`src/rtl/lenet_pool_pkg.sv`:
```
// Shared types and size helpers for the LeNet pooling data path.
package lenet_pool_pkg;

    typedef enum logic [1:0] {
        ST_IDLE  = 2'd0,
        ST_RUN   = 2'd1,
        ST_DRAIN = 2'd2,
        ST_DONE  = 2'd3
    } wr_state_t;

    // Output edge of a stride-2 pooling window.
    function automatic int calc_ifm_size_next(input int ifm_size, input int kernal_size);
        return (ifm_size - kernal_size) / 2 + 1;
    endfunction

    function automatic int calc_total(input int number_of_ifm, input int ifm_size_next);
        return number_of_ifm * ifm_size_next * ifm_size_next;
    endfunction

    localparam int DEFAULT_TOTAL = calc_total(2, calc_ifm_size_next(14, 2));

endpackage

```
`src/rtl/pool_wr_fifo.sv`:
```
// Small show-ahead FIFO between the pooling stage and the next-IFM memory.
// Head entry is visible combinationally whenever the FIFO is non-empty.
module pool_wr_fifo #(
    parameter int DATA_WIDTH = 32,
    parameter int BUF_DEPTH  = 4
) (
    input  logic                  clk,
    input  logic                  reset,
    input  logic                  push,
    input  logic                  pop,
    input  logic [DATA_WIDTH-1:0] push_data,
    output logic                  full,
    output logic                  empty,
    output logic [DATA_WIDTH-1:0] head
);

    localparam int PTR_W = $clog2(BUF_DEPTH);

    // One extra pointer bit distinguishes full from empty.
    logic [PTR_W:0]          wr_ptr_reg;
    logic [PTR_W:0]          rd_ptr_reg;
    logic [DATA_WIDTH-1:0]   entry [BUF_DEPTH];
    logic                    do_push;
    logic                    do_pop;

    assign empty   = (wr_ptr_reg == rd_ptr_reg);
    assign full    = (wr_ptr_reg[PTR_W] != rd_ptr_reg[PTR_W]) &&
                     (wr_ptr_reg[PTR_W-1:0] == rd_ptr_reg[PTR_W-1:0]);
    assign do_push = push && !full;
    assign do_pop  = pop && !empty;
    assign head    = entry[rd_ptr_reg[PTR_W-1:0]];

    always_ff @(posedge clk or posedge reset) begin
        if (reset) begin
            wr_ptr_reg <= '0;
            rd_ptr_reg <= '0;
        end else begin
            if (do_push) wr_ptr_reg <= wr_ptr_reg + (PTR_W+1)'(1);
            if (do_pop)  rd_ptr_reg <= rd_ptr_reg + (PTR_W+1)'(1);
        end
    end

    generate
        for (genvar gi = 0; gi < BUF_DEPTH; gi++) begin : g_entry
            logic [DATA_WIDTH-1:0] data_reg;

            always_ff @(posedge clk or posedge reset) begin
                if (reset) begin
                    data_reg <= '0;
                end else if (do_push && (wr_ptr_reg[PTR_W-1:0] == PTR_W'(gi))) begin
                    data_reg <= push_data;
                end
            end

            assign entry[gi] = data_reg;
        end
    endgenerate

endmodule

```
`src/rtl/pool1_ofm_writer.sv`:
```
// Pool-1 output writer: buffers pooled pixels and writes them to the next-IFM
// memory with generated map/pixel addresses. Optional macro POOL1_OFM_WRITER_RELU_EN.
module pool1_ofm_writer
    import lenet_pool_pkg::*;
#(
    parameter int DATA_WIDTH            = 32,
    parameter int IFM_SIZE              = 14,
    parameter int KERNAL_SIZE           = 2,
    parameter int NUMBER_OF_IFM         = 2,
    parameter int IFM_SIZE_NEXT         = calc_ifm_size_next(IFM_SIZE, KERNAL_SIZE),
    parameter int ADDRESS_SIZE_NEXT_IFM = $clog2(IFM_SIZE_NEXT * IFM_SIZE_NEXT),
    parameter int MAP_SEL_WIDTH         = (NUMBER_OF_IFM > 1) ? $clog2(NUMBER_OF_IFM) : 1,
    parameter int BUF_DEPTH             = 4
) (
    input  logic                             clk,
    input  logic                             reset,
    input  logic                             start,
    input  logic                             in_valid,
    input  logic [DATA_WIDTH-1:0]            in_data,
    output logic                             in_ready,
    input  logic                             mem_ready,
    output logic                             mem_we,
    output logic [ADDRESS_SIZE_NEXT_IFM-1:0] mem_addr,
    output logic [MAP_SEL_WIDTH-1:0]         mem_map,
    output logic [DATA_WIDTH-1:0]            mem_data,
    output logic                             busy,
    output logic                             done,
    output logic                             ovf_err
);

    localparam int MAP_PIXELS = IFM_SIZE_NEXT * IFM_SIZE_NEXT;
    localparam int TOTAL      = calc_total(NUMBER_OF_IFM, IFM_SIZE_NEXT);
    localparam int CNT_W      = $clog2(TOTAL + 1);

    localparam logic [ADDRESS_SIZE_NEXT_IFM-1:0] LAST_ADDR = ADDRESS_SIZE_NEXT_IFM'(MAP_PIXELS - 1);
    localparam logic [MAP_SEL_WIDTH-1:0]         LAST_MAP  = MAP_SEL_WIDTH'(NUMBER_OF_IFM - 1);
    localparam logic [CNT_W-1:0]                 LAST_BEAT = CNT_W'(TOTAL - 1);

    wr_state_t                        state_reg;
    wr_state_t                        state_next;
    logic [CNT_W-1:0]                 acc_cnt_reg;
    logic [ADDRESS_SIZE_NEXT_IFM-1:0] addr_reg;
    logic [MAP_SEL_WIDTH-1:0]         map_reg;
    logic                             ovf_reg;
    logic                             start_run;
    logic                             push;
    logic                             fifo_full;
    logic                             fifo_empty;
    logic                             last_write;
    logic [DATA_WIDTH-1:0]            push_data;

`ifdef POOL1_OFM_WRITER_RELU_EN
    // Negative words (sign bit set) become zero; works for fixed and float.
    assign push_data = in_data[DATA_WIDTH-1] ? '0 : in_data;
`else
    assign push_data = in_data;
`endif

    assign push       = in_valid && in_ready;
    assign mem_we     = !fifo_empty && mem_ready;
    assign last_write = mem_we && (addr_reg == LAST_ADDR) && (map_reg == LAST_MAP);
    assign mem_addr   = addr_reg;
    assign mem_map    = map_reg;
    assign ovf_err    = ovf_reg;

    pool_wr_fifo #(
        .DATA_WIDTH (DATA_WIDTH),
        .BUF_DEPTH  (BUF_DEPTH)
    ) u_fifo (
        .clk       (clk),
        .reset     (reset),
        .push      (push),
        .pop       (mem_we),
        .push_data (push_data),
        .full      (fifo_full),
        .empty     (fifo_empty),
        .head      (mem_data)
    );

    always_comb begin
        state_next = state_reg;
        in_ready   = 1'b0;
        busy       = 1'b0;
        done       = 1'b0;
        start_run  = 1'b0;
        case (state_reg)
            ST_IDLE: begin
                if (start) begin
                    start_run  = 1'b1;
                    state_next = ST_RUN;
                end
            end
            ST_RUN: begin
                busy     = 1'b1;
                in_ready = !fifo_full;
                if (push && (acc_cnt_reg == LAST_BEAT)) state_next = ST_DRAIN;
            end
            ST_DRAIN: begin
                // The final write is the only one that lands on the last map/pixel.
                busy = 1'b1;
                if (last_write) state_next = ST_DONE;
            end
            ST_DONE: begin
                done       = 1'b1;
                state_next = ST_IDLE;
            end
            default: state_next = ST_IDLE;
        endcase
    end

    always_ff @(posedge clk or posedge reset) begin
        if (reset) begin
            state_reg   <= ST_IDLE;
            acc_cnt_reg <= '0;
            addr_reg    <= '0;
            map_reg     <= '0;
            ovf_reg     <= 1'b0;
        end else begin
            state_reg <= state_next;

            if (start_run)  acc_cnt_reg <= '0;
            else if (push)  acc_cnt_reg <= acc_cnt_reg + CNT_W'(1);

            if (start_run) begin
                addr_reg <= '0;
                map_reg  <= '0;
            end else if (mem_we) begin
                if (addr_reg == LAST_ADDR) begin
                    addr_reg <= '0;
                    map_reg  <= (map_reg == LAST_MAP) ? '0 : map_reg + MAP_SEL_WIDTH'(1);
                end else begin
                    addr_reg <= addr_reg + ADDRESS_SIZE_NEXT_IFM'(1);
                end
            end

            if (start_run) ovf_reg <= 1'b0;
            else if ((state_reg == ST_RUN) && in_valid && !in_ready) ovf_reg <= 1'b1;
        end
    end

endmodule

```
`config.mk`:
```
export PLATFORM = sky130hd
export DESIGN_NAME = pool1_ofm_writer
export DESIGN_NICKNAME = d
export VERILOG_FILES = /design/src/rtl/lenet_pool_pkg.sv /design/src/rtl/pool_wr_fifo.sv /design/src/rtl/pool1_ofm_writer.sv
export SDC_FILE = /design/constraint.sdc
export NUM_CORES = 1
export LEC_CHECK = 0
export ABC_AREA = 0
export BUFFER_PORTS_ARGS = -buffer_cell sky130_fd_sc_hd__buf_2
export CORE_MARGIN = 4
export CORE_UTILIZATION = 60
export CTS_BUF_LIST = sky130_fd_sc_hd__clkbuf_16
export DETAILED_ROUTE_END_ITERATION = 10
export HOLD_SLACK_MARGIN = 0.08
export PLACE_DENSITY = 0.82
export SLEW_MARGIN = 5
export SYNTH_ARGS = -nofsm -noshare
export SYNTH_HDL_FRONTEND = slang
export SYNTH_SLANG_ARGS = --single-unit
```
`constraint.sdc`:
```
create_clock -name clk -period 7.6 [get_ports clk]
set_input_delay 0.38 -clock clk [delete_from_list [all_inputs] [get_ports clk]]
set_output_delay 0.38 -clock clk [all_outputs]
set_load 0.005 [all_outputs]
```
==> results of run 1 <==
## area by class of cell
| class | count | area, sq um | share of cell area (%) |
|---|---|---|---|
| Timing Repair Buffer | 82 | 415.4 | 5.304 |
| Tap cell | 140 | 175.2 | 2.237 |
| Sequential cell | 151 | 3781 | 48.28 |
| Clock buffer | 17 | 425.4 | 5.432 |
| Clock inverter | 15 | 93.84 | 1.198 |
| Multi-Input combinational cell | 260 | 2898 | 37.00 |
| Inverter | 10 | 42.54 | 0.5432 |
## report_power, final
group | switching [mW] | total (mW) | internal (mW) | leakage [nW]
Clock | 0.304 | 0.741 | 0.437 | 0.258
Combinational | 0.518 | 1.32 | 0.805 | 1.43
Sequential | 0.280 | 1.48 | 1.20 | 1.81
Total | 1.10 | 3.55 | 2.45 | 3.50
## synthesized netlist by cell type (2+ instances only)
cell type and number:
dfrtp_1 151, and4_1 2, ha_1 14, a211oi_1 2
a21oi_1 2, or4_1 2, mux2_2 130, o21ai_0 5
xnor2_1 8, o41ai_1 2, buf_2 6, mux4_2 32
buf_4 5, nand2_1 12, clkbuf_1 3, nor2_1 17
and2_1 2, nand3_1 7, nor2b_1 2, nand4_1 3
xor2_1 8, buf_6 9, inv_1 10
## worst max path at each step
stage | start | to | slack [ns]
after floorplan | reset | acc_cnt_reg[0] | 3.16
after global placement | u_fifo.rd_ptr_reg[0] | u_fifo.g_entry[3].data_reg[4] | 4.43
after detailed placement | u_fifo.rd_ptr_reg[0] | u_fifo.g_entry[3].data_reg[7] | 4.38
after CTS | u_fifo.rd_ptr_reg[0] | u_fifo.g_entry[3].data_reg[7] | 4.36
after global routing | u_fifo.rd_ptr_reg[0] | u_fifo.g_entry[3].data_reg[3] | 4.18
final | u_fifo.rd_ptr_reg[0] | u_fifo.g_entry[2].data_reg[24] | 4.35
## through the flow
step	hold slack, ns	total power [mW]	instance area, sq um	setup WS (ns)	instances
after detailed placement	0.4838	2.822	7312	4.377	643
final	0.07210	3.549	7831	4.355	675
after floorplan	0.4738	2.390	6887	3.155	444
after global routing	0.1465	3.773	7831	4.179	675
after global placement	0.4785	2.729	7312	4.426	643
after CTS	0.1172	3.587	7831	4.360	675
## critical path, cell delays in order (launching register included)
cell and delay, ns:
dfrtp_2 1.06, xnor2_1 0.33, a31oi_4 0.52, nand2_2 0.65, mux2_2 0.51
## layout by cell type (no fill, tap or decap), types with 2 or more instances in the layout
cell / synthesis / routed
a211oi_1: 2 / 2
a21oi_1: 2 / 2
and2_1: 2 / 2
and4_1: 2 / 2
buf_2: 6 / 80
buf_4: 5 / 2
clkbuf_16: 0 / 17
clkinv_1: 0 / 7
clkinv_2: 0 / 6
dfrtp_1: 151 / 149
dfrtp_2: 0 / 2
ha_1: 14 / 14
inv_1: 10 / 9
mux2_2: 130 / 130
mux4_2: 32 / 32
nand2_1: 12 / 9
nand2_2: 1 / 4
nand3_1: 7 / 7
nand4_1: 3 / 3
nor2_1: 17 / 17
nor2b_1: 2 / 2
o21ai_0: 5 / 5
o41ai_1: 2 / 2
or4_1: 2 / 2
xnor2_1: 8 / 8
xor2_1: 8 / 8
## kinds of logic after synthesis
family / count (synthesis) / synth area share [%]
mux: 162 / 31.72
flops: 151 / 54.87
simple gates: 51 / 3.652
buf+inv: 33 / 3.161
compound gates: 17 / 2.017
xor+xnor: 16 / 2.035
fa+ha+maj: 14 / 2.544
## metal layers
metal / routed length (um) / up-vias
met4: 125 / 0
met3: 730 / 11
met1: 5594 / 2084
met5: 0 / -
li1: - / 1789
met2: 6919 / 96
==> metrics, run 1 <==
wire per inst 19.81 um; Chip Width 115.1 um; period utilization 42.70%; Yosys top cell by area dfrtp_1; TritonRoute pass-1 iters 4; Startpoint Class register; global-route wire length before repair 22220 um; vias per cell 5.896; Clock Latency Late Sink 0.41 ns; Post-synth EDFFs 0; cts repair resizes 0; Worst-path clk slew 0.06 ns; n_diodes 0; Syn Nets 495; run status complete, no violations; ratio of cells with drive above 1 in the final layout 52.15%; Yosys top cell area share 54.87%; register-to-register path setup slack 4.35 ns; Reg2Reg Depth 4; fmax 308.1 MHz; gpl congestion 0.8379; Largest register FFs 128; via count 3980; antenna violations before repair 0; register area share after synthesis 54.87%; fin crit period 3.245 ns; Rel. slew slack 30.02%; top cells by area, synth dfrtp_1, mux2_2, mux4_2; Slew Limit Fails 0; All-Layer GR Usage 22.03%; HPWL Detailed 8307 um; unrepaired setup endpoints after global routing no; std cell rows 38; async set-reset flop share out of synthesis 100.0%; grt peak-use layer met2; met3 usage 6.474%; Distinct cells, synth 33; Worst-Margin Slew 1.050 ns; Starting Density 62.43%; RR Startpoint u_fifo.rd_ptr_reg[0]; max cap viols 0; syn avg cell area 15.51 sq um; nets 573; GRT Residual Overflow 0; die height 115.1 um; final setup TNS 0 ns; largest net degree at the start of global routing 83; clk sinks 151; Layout area overhead 13.72%; Core ar. 0.01103 sq mm; final-report hold violation count 0; synthesized cell area 0.006887 sq mm; final setup fails 0; Longest Clk Path Bufs 2; die area 0.01326 sq mm; GR Util met2 36.19%; Ys Warns 0; buffer count from post-CTS setup fixing 0; Req. time, crit path 7.89 ns; number of global-route vias before repair 4315; Iter 0 DRT Violations 269; Primary FF master, synth dfrtp_1; Static Leakage 3.497 nW; port buffer count 80; power density over the cells 453.1 mW/mm^2; Cells after Synth 444; Setup crit end kind register; Worst R2R End u_fifo.g_entry[2].data_reg[24]; CTS Buf Count 17; critical-path maximum fanout 35; Clock Skew 0.005370 ns; final wirelength 13370 um; CTS tree done; Max VDD drop 0.2338 mV; Post-CTS Hold Fix Bufs 0; CP Class register to register; H-tree depth 4; fill count 744; I/O pin count 81; worst min-delay path category input pin to asynchronous set/reset pin; met1 GRT Util 28.01%; drt drc 0; synthesized flop and latch total 151; crit path DAT 3.53 ns; ANT nets after route 0; fin util 71.00%; CTS Root Cell clkbuf_16
(Power assumes the default switching activity.)
==> inputs of run 2 (changes only) <==
Settings changed: ABC_AREA 0 to 1, CORE_UTILIZATION 60 to 58, PLACE_DENSITY 0.82 to 0.79.
Clock period 7.6 ns to 3.1 ns, I/O delays scaled along.
==> metrics, run 2 <==
HPWL Detailed 9515 um (+15%); Reg2Reg Depth 10 (+6); CP Class register to output port; fmax 423.0 MHz; register area share after synthesis 54.31% (-0.56 points); worst min-delay path category input pin to register; Ys Warns 0 (unchanged); CTS Buf Count 17 (unchanged); port buffer count 80 (unchanged); Worst-path clk slew 0.06 ns (about the same); Clock Skew 0.008001 ns (+0.002631 ns); period utilization 76.26%; Static Leakage 4.149 nW (+19%); Starting Density 60.16% (-2.3 points); All-Layer GR Usage 24.20% (+2.2 points); GRT Residual Overflow 0 (unchanged); critical-path maximum fanout 34 (-2.9%); die height 117.5 um (+2.1%); Yosys top cell by area dfrtp_1; wire per inst 15.58 um (-21%); final setup fails 0 (unchanged); clock share of power 24.7% (+3.8 points); H-tree depth 4 (unchanged); ratio of cells with drive above 1 in the final layout 16.32% (-36 points); run status complete, no violations; synthesized cell area 0.006958 sq mm (+1.0%); Max VDD drop 0.6574 mV (+180%); cts repair resizes 0 (unchanged); Primary FF master, synth dfrtp_1; unrepaired setup endpoints after global routing no; Req. time, crit path 2.94 ns (-4.95 ns); Internal Pwr Total 5.625 mW (+130%); number of global-route vias before repair 5993 (+39%); top post-synthesis cells by count nand2_1, o21ai_0, dfrtp_1, nor2_1, inv_1; Yosys top cell area share 54.31% (-0.56 points); final setup TNS 0 ns (unchanged); sw power 3.356 mW (+200%); sequential share of power 37.7% (-4.1 points); largest net degree at the start of global routing 152 (+83%); Worst-Margin Slew 0.7921 ns (-0.2577 ns); final wirelength 16260 um (+22%); nets 940 (+64%); Syn Nets 846 (+71%); Layout area overhead 19.76%; Final WS setup 0.7359 ns (-3.619 ns); via count 5916 (+49%); Rel. slew slack 47.20% (+17 points); vias per cell 5.667 (-3.9%); I/O pin count 81 (unchanged); ANT nets after route 0 (unchanged); fin crit period 2.364 ns; CTS tree done; Cells after Synth 795 (+79%); n_diodes 0 (unchanged); Clock Latency Late Sink 0.41 ns (about the same); switching portion of total power 37.37% (+6.3 points); commonest cells after routing, fill and taps aside nand2_1, o21ai_0, dfrtp_1, buf_2, nor2_1; std cell rows 39 (+2.6%); power density over the cells 1078 mW/mm^2 (+140%); TritonRoute pass-1 iters 5 (+1); final-report hold violation count 0 (unchanged); Chip Width 117.5 um (+2.1%); Post-synth EDFFs 0 (unchanged); most common cell after layout, fill and taps aside nand2_1; count leader, synth nand2_1; antenna violations before repair 0 (unchanged); Startpoint Class register; Largest register FFs 128 (unchanged); synthesized flop and latch total 151 (unchanged); dpl ws 0.9890 ns (-3.388 ns); die area 0.01381 sq mm (+4.2%); hold depth 4; syn avg cell area 8.752 sq um (-44%); gpl congestion 0.8419 (+0.48%); Distinct cells, synth 29 (-12%); Comb pwr share 37.7% (+0.4 points); Core ar. 0.01156 sq mm (+4.8%); Iter 0 DRT Violations 497 (+85%); CTS Root Cell clkbuf_16; global-route wire length before repair 27670 um (+25%); async set-reset flop share out of synthesis 100.0% (unchanged); crit path DAT 2.21 ns (-1.32 ns); Longest Clk Path Bufs 2 (unchanged); Slew Limit Fails 0 (unchanged); clk sinks 151 (unchanged); Post-DP Area 0.007372 sq mm (+0.82%); Setup crit end kind output port; top cells by area, synth dfrtp_1, o21ai_0, nand2_1; max cap viols 0 (unchanged); Finished Cell Area 0.008333 sq mm (+6.4%); drt drc 0 (unchanged)
[run 2: cell types whose count changed after synthesis, sizes merged, moves of 7 or more]
cell | previous run | this run
o21ai | 5 | 201
mux2 | 130 | 0
xnor2 | 8 | 1
nor2 | 17 | 73
clkbuf | 3 | 28
nand3 | 7 | 15
inv | 10 | 62
nand2 | 13 | 171
mux4 | 32 | 0
o22ai | 0 | 32
[run 2: what timing repair did]
action | in CTS | in global routing
endpoints found under the hold margin | 238 | 0
hold buffers | 33 | 0
buffers inserted | 0 | 0
setup endpoints to repair | 0 | 0
[run 2: power groups by stage]
stage	clock network, mW	logic, mW	registers, mW
after floorplan	0	2.32	3.26
after global placement	0	3.19	3.33
after detailed placement	0	3.33	3.38
after CTS	2.23	3.41	3.37
after global routing	2.33	3.86	3.48
final	2.21	3.38	3.38
[run 2: layout make-up]
type / count / area, sq um
Fill cell: 875 / 3232
Clock inverter: 14 / 205.2
Tap cell: 143 / 178.9
Inverter: 62 / 239.0
Clock buffer: 17 / 425.4
Sequential cell: 151 / 3780
Timing Repair Buffer: 122 / 835.8
Multi-Input combinational cell: 535 / 2669
[run 2: cells by family (layout without fill, tap and decap cells)]
logic type | after synthesis | in the layout | synth area share (%)
fa+ha+maj | 14 | 14 | 2.518
xor+xnor | 8 | 8 | 1.007
compound gates | 242 | 242 | 19.01
simple gates | 271 | 271 | 15.79
buf+inv | 109 | 215 | 7.373
flops | 151 | 151 | 54.31
[run 2: worst paths after layout]
path	from	endpoint	slack [ns]
max in group asynchronous	reset	u_fifo.rd_ptr_reg[0]	1.94
worst max register to register	state_reg[1]	u_fifo.g_entry[2].data_reg[6]	0.96
worst min-delay path	in_valid	ovf_err	0.12
worst min register to register	u_fifo.g_entry[2].data_reg[1]	u_fifo.g_entry[2].data_reg[1]	0.48
min in group asynchronous	reset	u_fifo.g_entry[3].data_reg[6]	0.51
worst max-delay path	u_fifo.rd_ptr_reg[1]	mem_data[21]	0.74
[run 2: metal layers]
metal  up-vias  part of all wire, %  wire length, um  global-route usage, %
met5         -                    0                0                      0
met4         0                  1.7              277                  7.912
met3        30                  5.8              940                  5.526
met2       201                   51             8335                  41.76
met1      2861                   41             6708                  30.37
li1       2824                    -                -                      -
[run 2: worst max-delay path, stage by stage (launching register included)]
cell and delay [ns]:
dfrtp_1 0.40, buf_4 0.26, inv_1 0.25, buf_4 0.35, o21ai_0 0.15, o22ai_1 0.22
buf_2 0.16
[run 2: stage by stage]
stage | hold slack, ns | instances | utilization (%) | power [mW]
global placement | 0.4456 | 980 | 63.75 | 6.523
CTS | 0.1043 | 1044 | 72.05 | 9.012
finish | 0.1192 | 1044 | 72.05 | 8.980
floorplan | 0.3285 | 795 | - | 5.581
detailed placement | 0.4544 | 980 | 63.75 | 6.714
global route | 0.1588 | 1044 | 72.05 | 9.670
==> inputs of run 3 (changes only) <==
Settings changed: CORE_UTILIZATION 58 to 53, PLACE_DENSITY 0.79 to 0.76.
Clock period 3.1 ns to 1.9 ns, I/O delays scaled along.
==> metrics, run 3 (synthesized netlist as in run 2, its figures left out) <==
H-tree depth 4 (unchanged); clk sinks 151 (unchanged); Post-DP Area 0.007501 sq mm (+1.7%); vias per cell 5.517 (-2.6%); power density over the cells 1736 mW/mm^2 (+61%); port buffer count 80 (unchanged); final setup fails 1 (+1); RR Startpoint u_fifo.rd_ptr_reg[0]; Clock Skew 0.007154 ns (-0.0008464 ns); Starting Density 54.69% (-5.5 points); max cap viols 0 (unchanged); Rel. slew slack 64.12% (+17 points); gpl congestion 0.7872 (-6.5%); Static Leakage 4.264 nW (+2.8%); most common cell after layout, fill and taps aside nand2_1; crit path DAT 1.81 ns (-0.40 ns); period utilization 100.5%; All-Layer GR Usage 24.01% (-0.18 points); Layout area overhead 23.72%; worst min-delay path category input pin to asynchronous set/reset pin; Routed met3 length 1108 um (+18%); final-report hold violation count 0 (unchanged); critical-path maximum fanout 11 (-68%); highest routed metal layer met4; Worst-path clk slew 0.06 ns (about the same); run status complete, but fails checks; antenna violations before repair 0 (unchanged); via count 6002 (+1.5%); nets 956 (+1.7%); Max VDD drop 0.8634 mV (+31%); failing checks setup timing; Startpoint Class register; fill count 1027 (+17%); M1 wire length 7582 um (+13%); CTS Buf Count 17 (unchanged); Worst-Margin Slew 0.5382 ns (-0.2539 ns); Iter 0 DRT Violations 674 (+36%); die height 122.6 um (+4.3%); Finished Cell Area 0.008608 sq mm (+3.3%); Setup crit end kind output port; Chip Width 122.6 um (+4.3%); Req. time, crit path 1.80 ns (-1.14 ns); ANT nets after route 0 (unchanged); global-route wire length before repair 28120 um (+1.6%); std cell rows 41 (+5.1%); Largest register FFs 128 (unchanged); CP Class register to output port; die area 0.01503 sq mm (+8.8%); Slew Limit Fails 0 (unchanged); I/O pin count 81 (unchanged); TritonRoute pass-1 iters 5 (unchanged); commonest cells after routing, fill and taps aside nand2_1, o21ai_0, dfrtp_1, buf_2, nor2_1; Clock Latency Late Sink 0.42 ns (about the same); CTS tree done; n_diodes 0 (unchanged); Longest Clk Path Bufs 2 (unchanged); met2 routed wirelength 8791 um (+5.5%); fmax 523.7 MHz; CTS Root Cell clkbuf_16; HPWL Detailed 9530 um (+0.15%); Worst setup startpoint u_fifo.rd_ptr_reg[1]; GRT Residual Overflow 0 (unchanged); Final WS setup -0.009344 ns (-0.7452 ns); fin crit period 1.909 ns; ratio of cells with drive above 1 in the final layout 17.69% (+1.4 points); final wirelength 17790 um (+9.4%); fin util 67.66% (-4.4 points); wire per inst 16.35 um (+5.0%); drt drc 0 (unchanged); unrepaired setup endpoints after global routing yes; Core ar. 0.01272 sq mm (+10%); largest net degree at the start of global routing 101 (-34%); number of global-route vias before repair 5580 (-6.9%)
-- run 3: cell count changes in the layout (fill, tap and decap cells not counted), moves of 2 or more --
cell / before / now
buf_12: 3 / 8
buf_6: 0 / 3
buf_4: 6 / 8
bufbuf_16: 0 / 2
bufinv_16: 5 / 3
clkinvlp_4: 3 / 5
dlygate4sd3_1: 33 / 35
inv_2: 1 / 3
-- run 3: final cells by class --
| cell class | instances | area (sq um) | area share (%) |
|---|---|---|---|
| timing repair buffer | 137 | 1095 | 12.72 |
| clock inverter | 13 | 141.4 | 1.642 |
| multi-input combinational | 536 | 2699 | 31.35 |
| tap | 172 | 215.2 | 2.500 |
| inverter | 62 | 252.7 | 2.936 |
| sequential | 151 | 3780 | 43.91 |
| clock buffer | 17 | 425.4 | 4.942 |
-- run 3: per-stage QoR --
stage                     total power [mW]  instances  setup TNS [ns]  hold WS [ns]  setup slack, ns
final                                14.95       1088       -0.009344        0.1192        -0.009344
after global routing                 16.05       1088         -0.5430        0.1150         -0.05167
after CTS                            14.81       1086               0        0.1064         0.003144
after detailed placement             11.04       1018               0     0.0002874          0.07325
after global placement               10.87       1018               0     -0.002711           0.1256
after floorplan                      9.106        795          -14.79        0.2685         -0.09796
-- run 3: worst paths after layout --
| kind | cells past startpoint | slack (ns) | end |
|---|---|---|---|
| max | 6 | -0.009 | mem_data[20] |
| min reg2reg | 2 | 0.48 | u_fifo.g_entry[0].data_reg[0] |
| max reg2reg | 9 | 0.10 | u_fifo.g_entry[2].data_reg[3] |
| min | 3 | 0.12 | u_fifo.g_entry[0].data_reg[26] |
| max in group asynchronous | 4 | 1.05 | state_reg[1] |
| min in group clk | 5 | 0.13 | state_reg[1] |
-- run 3: per-layer routing --
layer | vias up | global-route usage [%]
met5 | - | 0
met2 | 234 | 39.13
li1 | 2865 | -
met1 | 2879 | 32.65
met4 | 0 | 6.998
met3 | 24 | 5.207
-- run 3: what timing repair did --
item | in CTS | in global routing
hold buffers | 35 | 0
endpoints found under the hold margin | 283 | 0
pin swaps | 3 | 2
endpoints found under the setup margin | 33 | 143
cloned | 2 | 2
buffers inserted | 1 | 0
gates resized for setup | 10 | 13
-- run 3: worst max-delay path, cell delays in order (launching register included) --
cell and delay [ns]:
dfrtp_1 0.42, buf_12 0.15, clkinvlp_4 0.10, buf_12 0.15, o21ai_0 0.10, o22ai_1 0.28
buf_2 0.18
-- run 3: power breakdown --
part	switching [mW]	internal (mW)
Clock	1.28	2.02
Sequential	0.858	4.67
Combinational	3.53	2.60
